File: src/rtl/palette_lut.sv
// palette_lut: programmable double-banked colour look-up table for the VGA path.
// Maps a pixel colour index to registered {R,G,B} channel outputs (latency 2).
// Two banks are writable at any time; the displayed bank changes only when a
// requested swap meets a frame_start pulse, so a frame never mixes banks.
//
// Ports:
//   clk, rst           pixel clock, asynchronous active-high reset
//   pix_valid_in       color_in carries a live pixel this cycle
//   color_in           palette index
//   blank_in           blanking interval, forces black
//   frame_start        one-cycle start-of-frame pulse
//   wr_en/wr_bank/wr_addr/wr_data   palette write port, word packed {B,G,R}
//   swap_req           request display-bank swap at the next frame_start
//   vga_r/vga_g/vga_b  registered channel outputs
//   pix_valid_out      outputs belong to a valid input pixel
//   disp_bank          bank currently displayed
//   swap_pending       swap requested but not yet taken
module palette_lut #(
  parameter int IDX_W   = 3,
  parameter int COLOR_W = 8
) (
  input  logic                 clk,
  input  logic                 rst,
  input  logic                 pix_valid_in,
  input  logic [IDX_W-1:0]     color_in,
  input  logic                 blank_in,
  input  logic                 frame_start,
  input  logic                 wr_en,
  input  logic                 wr_bank,
  input  logic [IDX_W-1:0]     wr_addr,
  input  logic [3*COLOR_W-1:0] wr_data,
  input  logic                 swap_req,
  output logic [COLOR_W-1:0]   vga_r,
  output logic [COLOR_W-1:0]   vga_g,
  output logic [COLOR_W-1:0]   vga_b,
  output logic                 pix_valid_out,
  output logic                 disp_bank,
  output logic                 swap_pending
);

  localparam int unsigned DEPTH  = 1 << IDX_W;
  localparam int unsigned WORD_W = 3 * COLOR_W;
  // Narrow channels keep the MSBs of the 8-bit default; wide ones zero-extend.
  localparam int unsigned SHIFT  = (COLOR_W < 8) ? (8 - COLOR_W) : 0;

  typedef enum logic {S_IDLE, S_PENDING} state_t;

  function automatic logic [WORD_W-1:0] f_default(input int unsigned idx);
    logic [23:0]       w8;
    logic [7:0]        ch;
    logic [WORD_W-1:0] w;
    case (idx)
      0:       w8 = 24'hffffff;
      1:       w8 = 24'h2098dc;
      2:       w8 = 24'h23cee5;
      3:       w8 = 24'h14b5e1;
      4:       w8 = 24'hffffff;
      5:       w8 = 24'h712e23;
      6:       w8 = 24'hdbb369;
      7:       w8 = 24'h205cd0;
      default: w8 = '0;
    endcase
    w = '0;
    for (int unsigned c = 0; c < 3; c++) begin
      ch = w8[c*8 +: 8];
      w[c*COLOR_W +: COLOR_W] = COLOR_W'(ch >> SHIFT);
    end
    return w;
  endfunction

  logic [WORD_W-1:0] r_bank [2][DEPTH];
  logic [IDX_W-1:0]  r_idx;
  logic              r_blank;
  logic              r_valid;
  state_t            r_state;
  logic [WORD_W-1:0] w_word;

  // Reads the pre-edge contents, so a same-cycle write to this entry is seen
  // only by the following lookup.
  assign w_word = r_bank[disp_bank][r_idx];

  // Palette storage: both banks reload the default table on reset.
  always_ff @(posedge clk or posedge rst) begin
    if (rst) begin
      for (int unsigned b = 0; b < 2; b++) begin
        for (int unsigned i = 0; i < DEPTH; i++) begin
          r_bank[b][i] <= f_default(i);
        end
      end
    end else if (wr_en) begin
      r_bank[wr_bank][wr_addr] <= wr_data;
    end
  end

  // Stage 1: capture pixel attributes.
  always_ff @(posedge clk or posedge rst) begin
    if (rst) begin
      r_idx   <= '0;
      r_blank <= 1'b0;
      r_valid <= 1'b0;
    end else begin
      r_idx   <= color_in;
      r_blank <= blank_in;
      r_valid <= pix_valid_in;
    end
  end

  // Stage 2: lookup and register channels; black when blanked or not valid.
  always_ff @(posedge clk or posedge rst) begin
    if (rst) begin
      vga_r         <= '0;
      vga_g         <= '0;
      vga_b         <= '0;
      pix_valid_out <= 1'b0;
    end else begin
      pix_valid_out <= r_valid;
      if (r_valid && !r_blank) begin
        vga_r <= w_word[COLOR_W-1:0];
        vga_g <= w_word[2*COLOR_W-1:COLOR_W];
        vga_b <= w_word[3*COLOR_W-1:2*COLOR_W];
      end else begin
        vga_r <= '0;
        vga_g <= '0;
        vga_b <= '0;
      end
    end
  end

  // Swap control: a request arms the swap; only a later frame_start fires it.
  always_ff @(posedge clk or posedge rst) begin
    if (rst) begin
      r_state      <= S_IDLE;
      disp_bank    <= 1'b0;
      swap_pending <= 1'b0;
    end else begin
      case (r_state)
        S_IDLE: begin
          if (swap_req) begin
            r_state      <= S_PENDING;
            swap_pending <= 1'b1;
          end
        end
        S_PENDING: begin
          if (frame_start) begin
            r_state      <= S_IDLE;
            disp_bank    <= ~disp_bank;
            swap_pending <= 1'b0;
          end
        end
        default: begin
          r_state      <= S_IDLE;
          swap_pending <= 1'b0;
        end
      endcase
    end
  end

endmodule

File: config.mk
export PLATFORM = sky130hd
export DESIGN_NAME = palette_lut
export DESIGN_NICKNAME = d
export VERILOG_FILES = /design/src/rtl/palette_lut.sv
export SDC_FILE = /design/constraint.sdc
export NUM_CORES = 1
export LEC_CHECK = 0
export CORE_ASPECT_RATIO = 0.75
export CORE_MARGIN = 2
export CORE_UTILIZATION = 50
export DETAILED_ROUTE_END_ITERATION = 16
export PLACE_DENSITY = 0.65
export SLEW_MARGIN = 20
export SYNTH_ARGS = -nofsm -noshare
export SYNTH_HDL_FRONTEND = slang
export SYNTH_SLANG_ARGS = --single-unit
File: constraint.sdc
create_clock -name clk -period 16.8 [get_ports clk]
set_input_delay 1.68 -clock clk [delete_from_list [all_inputs] [get_ports clk]]
set_output_delay 1.68 -clock clk [all_outputs]
set_load 0.005 [all_outputs]
==> flow_summary.yaml <==
drt:
  antenna_left: 0
  drt-pass1-iter-count: 5
  first_iter_violations: 758
  post_drt_wl_per_cell_um: 24.1
  num_vias: 10700
  via_per_inst: 5.82
  wl_um: 44500
  drc: 0
sta:
  finalHoldViolCount: 0
  fin_crit_sh: 0.217
  period_needed_ns: 3.65
  whs_ns: 0.392
  fin_setup_tns_ns: 0
  maxSlewHeadroom: 0.236
  fmax_mhz: 274
  setup_violations: 0
  setup_slack_ns: 13.15
  worst_pin_slew_ns: 1.14
  finalClockSkew_ns: 0.0187
  timing.final.max_slew_violations: 0
  rsz0062_at_grt: "false"
floorplan:
  die_area_um2: 39200
  coreArea_um2: 37000
  start_util: 0.507
  die_y_um: 172
  rows: 61
  die_width_um: 228
  boundaryPins: 65
outcome:
  status: "complete, no violations"
synthesis:
  synthTopCellsByCount: "383 x mux2_2, 230 x dfstp_2, 187 x dfrtp_1, 166 x mux2i_1, 70 x a22oi_1"
  ys_types: 30
  syn_area_um2: 18800
  synth.most_common_cell: "mux2_2"
  synth_compound_area_frac: 0.0412
  ys_seq_elements: 417
  synth_nets: 1324
  synthMuxAreaShare: 0.334
  yosysWarnings: 0
  synth_top_area_share: 0.322
  synthTopCellsByArea: "dfstp_2 32%, dfrtp_1 25%, mux2_2 23%"
  synth_top_family_by_area: "multiplexers"
  syn_area_per_cell_um2: 14.6
  synthArstFlopShare: 1.00
  yosys.area.top_type: "dfstp_2"
  ys.flop_type: "dfstp_2"
  synth_xor_area_frac: 0.000466
  ys_seq_area_frac: 0.571
  synth-simple-area-share: 0.0224
  synth-edff-count: 0
  synthCells: 1286
  synthAdderAreaFrac: 0
power_and_ir_drop:
  p_sw_frac: 0.267
  p_switching_uw: 820
  internal_power_mw: 2.25
  cellLeakagePower_nw: 8.86
  p_comb_frac: 0.224
  ir_drop_mv: 0.153
  p_seq_frac: 0.471
  pwr-share-clk: 0.305
  power_density_nw_per_um2: 145
  finalPower_mw: 3.07
clocking:
  holdBufCountCts: 0
  cts.sinks: 417
  cts_buffers: 41
  clkLatencyLatePin_ns: 0.55
  path_clk_slew_ns: 0.06
  cts_max_path_buffers: 3
  cts_setup_buffers: 0
  cts_resized: 0
  cts_tree: "done"
  cts_htree_levels: 2
  clockRootBuffer: "clkbuf_16"
final_layout:
  syn_to_final_growth_pct: 12.7
  multi_input_area_um2: 7580
  fin_area_um2: 21200
  nFillCells: 2990
  post-route-util: 0.572
  fin_cells: 1843
  final-seq-area_um2: 10700
  finalNetCount: 1343
  drive_gt1_frac: 0.548
placed_design:
  place_ws_ns: 12.73
  gp_congestion: 0.709
  dpl.cell_count: 1764
  hpwl_um: 23100
  dpl_cell_area_um2: 19700
  portBuffers: 64
grt:
  gr-total-overflow: 0
  grtUsageTotal: 0.233
  antenna_found_initial: 1
  grt_pass1_wl_um: 69300
  grt_max_degree: 167
  grt_pass1_vias: 11400
setup_path:
  crit_family: "buffers and inverters"
  r2r_cells: 5
  slowest_stage: "buf_4"
  crit_chain: "buf_4, buf_12, mux4_2, o2111ai_1, o21ai_0"
  path_depth: 5
  critPathBufInv: 2
  crit_type: "flop to flop"
  crit_required_ns: 17.15
  slowest_delay_ns: 0.78
  crit_start: "disp_bank$_DFFE_PP0P_"
  start_kind: "flop"
  cp_max_fo: 108
  end_kind: "flop"
  r2r_slack_ns: 13.15
  cp.arrival_ns: 4.00
  r2r-start: "disp_bank$_DFFE_PP0P_"
min_path:
  min_path_type: "flop to flop"
  hold_start: "r_valid$_DFF_PP0_"
  whs_path_depth: 0
job:
  drv_cap: 0
[state kept, by name, indices dropped and copies added (netlist names)]
| name | cells |
|---|---|
| r_bank | 384 |
| vga_b | 8 |
| vga_g | 8 |
| vga_r | 8 |
| r_idx | 3 |
| disp_bank | 1 |
| pix_valid_out | 1 |
| r_blank | 1 |
| r_state | 1 |
| r_valid | 1 |
| swap_pending | 1 |
[kinds of logic (layout without fill, tap and decap cells)]
group | Yosys count | count (layout)
XOR/XNOR | 1 | 1
AND/OR/NAND/NOR | 86 | 86
multiplexers | 563 | 563
buffers and inverters | 110 | 162
flip-flops | 417 | 417
other | 0 | 1
AO/OA/AOI/OAI | 109 | 109
[layout by cell type, fill, tap and decap left out, types with 5 or more instances in the layout]
cell type	instances
nand2b_2	5
mux2_2	383
o2111ai_1	6
o21ai_0	24
clkdlybuf4s50_1	64
clkinv_2	9
buf_4	15
a221oi_1	7
clkbuf_16	43
nor2_4	10
clkbuf_1	12
nand3_1	19
clkbuf_8	7
dfrtp_1	186
nand2_1	38
a22oi_1	70
dfstp_2	230
mux2i_1	166
mux4_2	13
[final timing paths]
| check | end |
|---|---|
| worst min register to register | pix_valid_out$_DFF_PP0_ |
| worst min-delay path | pix_valid_out$_DFF_PP0_ |
| worst max-delay path | vga_g[0]$_DFF_PP0_ |
| worst max register to register | vga_g[0]$_DFF_PP0_ |
| min in group asynchronous | r_bank[331]$_DFFE_PP0P_ |
| max in group asynchronous | vga_g[2]$_DFF_PP0_ |
[routing by layer]
| layer | wire [um] | vias up | part of all wire | global-route usage |
|---|---|---|---|---|
| li1 | - | 4721 | - | - |
| met1 | 21700 | 5769 | 0.49 | 0.342 |
| met2 | 20400 | 177 | 0.46 | 0.371 |
| met3 | 1690 | 52 | 0.038 | 0.0323 |
| met4 | 667 | 2 | 0.015 | 0.0501 |
| met5 | 51 | - | 0.0011 | 0.0100 |
[power by group through the flow]
stage / clock network [mW] / logic, mW / registers (mW)
after detailed placement: 0 / 0.691 / 1.46
final: 0.936 / 0.689 / 1.45
after CTS: 0.962 / 0.694 / 1.45
after global routing: 1.00 / 0.750 / 1.48
after global placement: 0 / 0.677 / 1.45
after floorplan: 0 / 0.592 / 1.41
[layout make-up]
| class | count | share of cell area |
|---|---|---|
| antenna | 1 | 0.000118 |
| clock buffer | 62 | 0.0575 |
| clock inverter | 14 | 0.00715 |
| inverter | 3 | 0.000886 |
| multi-input combinational | 759 | 0.358 |
| sequential | 417 | 0.507 |
| tap | 504 | 0.0298 |
| timing repair buffer | 83 | 0.0401 |
Note: power is estimated with default switching activity, not from simulation.
